`src/rtl/fnd_scan_ctrl.sv`:
```
// Score-to-display front end: sequential double-dabble BCD conversion of a 14-bit
// score plus a 4-digit multiplexed scan with leading-zero blanking.
module fnd_scan_ctrl #(
    parameter int SCAN_DIV = 50000
) (
    input  logic        i_clk,
    input  logic        i_rst,
    input  logic [13:0] i_score,
    input  logic        i_load,
    output logic        o_busy,
    output logic        o_ovf,
    output logic [3:0]  o_sel,
    output logic [3:0]  o_an
);

    localparam logic [0:0] ST_IDLE = 1'b0;
    localparam logic [0:0] ST_CONV = 1'b1;
    localparam int         PW      = $clog2(SCAN_DIV);

    logic [0:0]    r_state;
    logic [13:0]   r_bin;
    logic [15:0]   r_bcd;
    logic [3:0]    r_cnt;
    logic          r_ovf_next;
    logic          r_ovf;
    logic [15:0]   r_disp;
    logic [PW-1:0] r_presc;
    logic [1:0]    r_idx;
    logic [3:0]    r_sel;
    logic [3:0]    r_an;

    logic [15:0]   w_adj;
    logic [15:0]   w_bcd_next;
    logic [3:0]    w_nib;
    logic          w_blank;
    logic [3:0]    w_an;

    // Add-3 correction on every nibble, then the shift pulls in the next binary MSB.
    always_comb begin
        w_adj = '0;
        for (int n = 0; n < 4; n++) begin
            w_adj[n*4 +: 4] = (r_bcd[n*4 +: 4] >= 4'd5) ? (r_bcd[n*4 +: 4] + 4'd3)
                                                        : r_bcd[n*4 +: 4];
        end
    end

    assign w_bcd_next = {w_adj[14:0], r_bin[13]};

    always_ff @(posedge i_clk) begin
        if (i_rst) begin
            r_state    <= ST_IDLE;
            r_bin      <= '0;
            r_bcd      <= '0;
            r_cnt      <= '0;
            r_ovf_next <= 1'b0;
            r_ovf      <= 1'b0;
            r_disp     <= '0;
        end else begin
            case (r_state)
                ST_IDLE: begin
                    if (i_load) begin
                        r_state <= ST_CONV;
                        r_bcd   <= '0;
                        r_cnt   <= '0;
                        if (i_score > 14'd9999) begin
                            r_bin      <= 14'd9999;
                            r_ovf_next <= 1'b1;
                        end else begin
                            r_bin      <= i_score;
                            r_ovf_next <= 1'b0;
                        end
                    end
                end
                ST_CONV: begin
                    r_bcd <= w_bcd_next;
                    r_bin <= {r_bin[12:0], 1'b0};
                    r_cnt <= r_cnt + 4'd1;
                    if (r_cnt == 4'd13) begin
                        r_disp  <= w_bcd_next;
                        r_ovf   <= r_ovf_next;
                        r_state <= ST_IDLE;
                    end
                end
                default: r_state <= ST_IDLE;
            endcase
        end
    end

    // A digit is blank when it and all higher digits are zero; the ones digit never is.
    always_comb begin
        w_nib   = 4'h0;
        w_blank = 1'b0;
        case (r_idx)
            2'd0: w_nib = r_disp[3:0];
            2'd1: begin
                w_nib   = r_disp[7:4];
                w_blank = (r_disp[15:4] == 12'd0);
            end
            2'd2: begin
                w_nib   = r_disp[11:8];
                w_blank = (r_disp[15:8] == 8'd0);
            end
            default: begin
                w_nib   = r_disp[15:12];
                w_blank = (r_disp[15:12] == 4'd0);
            end
        endcase
        w_an        = 4'b1111;
        w_an[r_idx] = 1'b0;
    end

    always_ff @(posedge i_clk) begin
        if (i_rst) begin
            r_presc <= '0;
            r_idx   <= 2'd0;
            r_an    <= 4'b1110;
            r_sel   <= 4'h0;
        end else begin
            if (r_presc == PW'(SCAN_DIV - 1)) begin
                r_presc <= '0;
                r_idx   <= r_idx + 2'd1;
            end else begin
                r_presc <= r_presc + PW'(1);
            end
            r_an  <= w_an;
            r_sel <= w_blank ? 4'hF : w_nib;
        end
    end

    assign o_busy = (r_state == ST_CONV);
    assign o_ovf  = r_ovf;
    assign o_sel  = r_sel;
    assign o_an   = r_an;

endmodule
```
`config.mk`:
```
export PLATFORM = sky130hd
export DESIGN_NAME = fnd_scan_ctrl
export DESIGN_NICKNAME = d
export VERILOG_FILES = /design/src/rtl/fnd_scan_ctrl.sv
export SDC_FILE = /design/constraint.sdc
export NUM_CORES = 1
export LEC_CHECK = 0
export BUFFER_PORTS_ARGS = -buffer_cell sky130_fd_sc_hd__buf_2
export CORE_MARGIN = 1.5
export CORE_UTILIZATION = 30
export DETAILED_ROUTE_END_ITERATION = 16
export SLEW_MARGIN = 10
export SYNTH_ARGS = -nofsm -noshare
export SYNTH_HDL_FRONTEND = slang
export SYNTH_SLANG_ARGS = --single-unit
```
`constraint.sdc`:
```
create_clock -name i_clk -period 1.57 [get_ports i_clk]
set_clock_uncertainty 0.1 [all_clocks]
set_input_delay 0.2355 -clock i_clk [delete_from_list [all_inputs] [get_ports i_clk]]
set_output_delay 0.2355 -clock i_clk [all_outputs]
set_load 0.1 [all_outputs]
```
Yosys cells after proc, flatten, opt, wreduce, memory -nomap -nowiden

Cells that the tools add are included.

Register bits after elaboration: 79
Input port bits: 17
Output and inout bits: 10
Word-level logic and storage cells: 60

Add/subtract/negate cells: 7
Order comparisons: 7
Equality and inequality tests: 5
Multiplexer cells: 20
Bitwise logic cells: 2
Reductions and logical operators: 8

Operators with widths:

| cell                                                               | number |
|---|---|
| one-hot mux 16 bit (2 select lines)                                | 1 |
| two-way mux 14 bit                                                 | 2 |
| one-hot mux 14 bit (2 select lines)                                | 1 |
| two-way mux 4 bit                                                  | 5 |
| adder 16 x 1 -> 16 bit (second input constant)                     | 1 |
| == test 16 bit (second input constant)                             | 1 |
| greater-or-equal comparator 4 x 3 -> 1 bit (second input constant) | 4 |
| two-way mux 16 bit                                                 | 1 |
| greater-than comparator 14 bit (second input constant)             | 1 |
| adder 4 x 2 -> 4 bit (second input constant)                       | 3 |
| logical NOT 12 bit                                                 | 1 |
| one-hot mux 4 bit (3 select lines)                                 | 1 |
| logical NOT 8 bit                                                  | 1 |
| one-hot mux 4 bit (2 select lines)                                 | 1 |
| adder 4 x 1 -> 4 bit (second input constant)                       | 1 |
| == test 4 bit (second input constant)                              | 1 |
| logical NOT 4 bit                                                  | 1 |
| two-way mux 1 bit                                                  | 4 |
| inverter 4 bit                                                     | 1 |
| AND reduction 2 bit                                                | 2 |
| adder 3 x 2 -> 3 bit (second input constant)                       | 1 |
| < comparator 2 x 3 -> 1 bit (second input constant)                | 1 |
| two-way mux 3 bit                                                  | 1 |
| one-hot mux 1 bit (3 select lines)                                 | 1 |
| 11 further kinds                                                   | 11 |

Longest topological paths before layout

Depth after elaboration: 5
Depth in mapped cells: 7
Depth with buffers taken out: 6

Least setup slack after synthesis

OpenSTA, ideal clock, no wires.

Path type: register to register
Start: register r_state, in the netlist o_busy
End: register r_disp[0]
Library setup time: 0.128 ns
Arrival time: 1.991 ns
Required time: 1.342 ns
Path slack: -0.648 ns
Stages on the path, launching flop included: 7
Path buffers: 3
Period minus slack after synthesis: 2.218 ns
Cell sequence: dfxtp_1 > buf_2 > and4_1 > buf_2 > buf_2 > mux2i_1 > nor2_1

Longest elaborated chain between the ends: 1

Ends and longest elaborated chain:

| what                                 | line | RTL |
|---|---|---|
| start: declaration                   | 20   | `logic [0:0] r_state;` |
| start signal: assignment             | 51   | `r_state <= ST_IDLE;` |
| start signal: assignment             | 62   | `r_state <= ST_CONV;` |
| start signal: assignment             | 81   | `r_state <= ST_IDLE;` |
| AND reduction 2 bit (no source line) | -    |  |
| end signal: assignment               | 79   | `r_disp <= w_bcd_next;` |
| end: declaration                     | 26   | `logic [15:0] r_disp;` |

Every way passes these cells.
A chain may end at the register's enable or synchronous reset.

Worst setup path in the final report

Start: register r_presc[11]
End: register r_presc[15]

Longest elaborated chain between the ends: 2
Elaborated cells on any way between the ends: 3
Those cells by class: add/sub (1); eq/ne (1); reduce/logical (1)

Ends and longest elaborated chain:

| what                                                           | line | RTL |
|---|---|---|
| start: declaration                                             | 27   | `logic [PW-1:0] r_presc;` |
| start signal: assignment                                       | 123  | `r_presc <= r_presc + PW'(1);` |
| branches (longest 2 deep; another with adder 16 x 1 -> 16 bit) | -    |  |

Parallel ways; which one is timed is not known.

==> key figures <==
STA
  • RSZ-0062 raised after global routing: true
  • Tmin final: 1530 ps
  • Final Hold Viols: 0
  • Slew HR: 58.8%
  • Maximum clock frequency: 653 MHz
  • Count of pins over their slew limit: 0
  • Final period utilization: between 90% and 100%
  • Fin worst setup slack: 39.4 ps
  • Setup violators final: 0
  • Final hold slack: 64.8 ps
  • Worst-Margin Slew: 615 ps

Floorplan
  • Io pins: 27
  • Core Footprint: 12000 µm²
  • Initial core utilization: approximately 31%
  • Die H: ~110 µm
  • Die Width: around 110 µm
  • Rows: 40
  • Die Footprint: 12900 µm²

Power
  • Maximum vdd ir drop: between 0.3 and 0.4 mV
  • Final Total Pwr: approximately 4.4 mW
  • Leakage: about 1.8 nW
  • Power per cell area: 911 nW/µm²

Critical path
  • Critical path data required time: 1730 ps
  • Crit Reg-Reg Startpoint: r_presc[11]
  • Crit-path max FO: 4
  • CP Cell Sequence: nand4_4 -> or3_4 -> or3b_1 -> a21oi_1
  • Max stage delay on crit path: around 380 ps
  • R2r setup slk: 40 ps
  • Crit Path Category: reg2reg
  • R2r endpoint: r_presc[15]
  • Register-to-Register Path Depth: 4
  • Worst Path Arrival: 1690 ps
  • Critical Path Start Type: flip-flop
  • Critical-path top delay cell: dfxtp_4
  • Crit. End Element: flip-flop

Clocking
  • Clk Latency, worst-skew pair: 330 ps
  • Clk buf depth: 2
  • H-tree depth: 3
  • CTS Sinks: 79
  • Total CTS buffers: 9
  • Clock Pin Slew Worst Setup and Hold Paths: 60 ps
  • CTS Root Cell: clkbuf_16
  • TritonCTS clock tree: yes

Synth
  • Adder-Cell Fraction of Synth Area: between 5 and 6%
  • Post-synth EDFFs: 0
  • Synth cell types: 44
  • Simple-gate share of the synthesized area: 24.1%
  • Yosys warnings: 0
  • Most frequent cells after synthesis: dfxtp_1, nor2_1, o21ai_0, a21oi_1, nand2b_1
  • Largest area contributor in the netlist: dfxtp_1
  • Area contributors post-synth: dfxtp_1, nor2_1, ha_1
  • Synthesized flop and latch total: 79
  • Largest family of logic cells by synthesized area: simple AND/OR/NAND/NOR gates
  • Synth Flop Type: dfxtp_1
  • Synth Area in XOR/XNOR: 4.29%
  • Multiplexer area fraction after synthesis: 4.49%
  • Share of the synthesized area in the top cell type: between 40 and 50%
  • Post-Syn Area: between 3000 and 4000 µm²
  • Post-synthesis compound-gate area fraction: 14.8%
  • Cells after Synth: 417
  • Post-synth ARST share: 0%
  • Mean post-synth cell area: 8.82 µm²
  • Post-Syn Nets: 450
  • Sequential cell area fraction in the yosys report: 43.0%
  • Cell with the most instances after synthesis: dfxtp_1

Run status
  • Outcome: complete, no violations

Placement
  • Detailed placer's ending HPWL: between 5000 and 6000 µm
  • Gp weighted congestion: 0.800
  • Post-Place Worst Slack: -63.5 ps
  • IO Port Bufs: 26

Layout
  • Layout cell share with drive strength beyond 1: 28.4%
  • Area delta synth->final: 30.3%
  • Final nets: 510
  • Filler instances: 1175
  • Ant diodes: 0

Run
  • Max Cap Viol: 0

Global routing
  • First-pass GRT wire length: 14100 µm
  • Global route overflow: 0
  • Initial antenna violation count: 0
  • Tot GR Track Use: 13.5%
  • Largest net degree at the start of global routing: 26
  • Vias in the first global route: 3064

Drt
  • DRT iter0 DRCs: 178
  • Via density: between 5 and 6
  • DR DRC count: 0
  • DRT Pass-1 Iters: 4
  • Final wirelength: between 8000 and 9000 µm
  • Drt wl/cell: 13.4 µm
  • Final ANT Viol Nets: 0
  • Vias: 3172

Hold path
  • Min-Delay Path Class: in2reg
  • Hold path endpoint: r_bin[5]
  • Hold depth: 3
  • Hold Crit Start: i_score[5]
-- layout by cell type, fill, tap and decap left out, drive strengths merged, types with 2 or more instances in the layout --
cell type  count
nand3b        11
a222oi         4
dfxtp         79
or3            4
ha            16
a31oi          2
a21oi         26
and2           3
nor4           7
nor3           6
nand3         10
clkbuf        14
mux2           4
nand2         11
nor2b          2
o22ai          8
inv           15
xnor2         16
a311oi         4
nand4          5
xor2           2
a221oi         4
nor3b         11
o21ai         29
nor2          63
nand2b        23
mux2i         12
nor4bb         2
a211oi         7
buf           70
-- worst max-delay path, delay by kind of cell (launching register included) --
kind	cells	cell delay, ps
AOI/OAI and AO/OA	1	130
DFF	1	380
and+or+nand+nor	3	850
-- worst max-delay path by stage --
stage / start / to / slack [ps] / depth (start not counted)
floorplan: o_busy / r_disp[0] / -20 / 6
global placement: i_score[6] / r_bin[3] / -30 / 6
detailed placement: r_bcd[1] / r_bcd[2] / -60 / 6
CTS: r_idx[0] / o_sel[1] / 1 / 5
global route: r_bcd[13] / r_bcd[14] / -40 / 6
finish: r_presc[11] / r_presc[15] / 40 / 4
-- area by class of cell --
cell class	count	area [µm²]	area share [%]
clock buffers	14	275	5.75
clock inverters	2	12.5	0.261
inverters	15	56.3	1.18
multi-input cells	302	2160	45.1
flip-flops and latches	79	1610	33.6
well taps	147	184	3.84
repair buffers	70	492	10.3
-- timing repair --
action                     CTS  global route
hold buffers                 0             0
setup buffers                0             2
cloned                       0             0
pin swaps                    2            10
setup endpoints to repair   11            49
resized for setup           12            54
-- sequential cells by signal, summed over array words and instances, names as in the netlist --
signal / cells
r_ovf_next: 1
r_bcd: 16
r_presc: 16
r_bin: 14
o_sel: 4
r_disp: 16
o_busy: 1
r_cnt: 4
o_ovf: 1
r_idx: 2
o_an: 4
-- per-layer routing --
layer  track usage [%]  routed length (µm)  share of wire [%]
met3              3.51                 249                2.9
met1              16.7                3950                 47
met2              22.9                4130                 49
met5                 0                   0                  0
met4              4.08                 106                1.3
-- where the power goes --
part           switching (mW)  internal, mW
sequential             0.0293          2.04
combinational           0.160         0.129
clock                   0.794          1.21
total                   0.983          3.38
-- per-stage QoR --
step,cells,utilization [%],setup TNS (ps),area [µm²]
floorplan,417,-,-24.9,3700
global placement,611,35.5,-175,4250
detailed placement,611,35.5,-547,4250
CTS,627,38.2,0,4570
global route,629,40.0,-189,4790
finish,629,40.0,0,4790
-- cell families (layout without fill, tap and decap cells) --
family          Yosys count  count (layout)
compound gates           89              89
xor+xnor                 18              18
fa+ha+maj                16              16
buf+inv                  36             101
flops                    79              79
mux                      16              16
simple gates            163             163
Power figures use the tool's default switching activity.
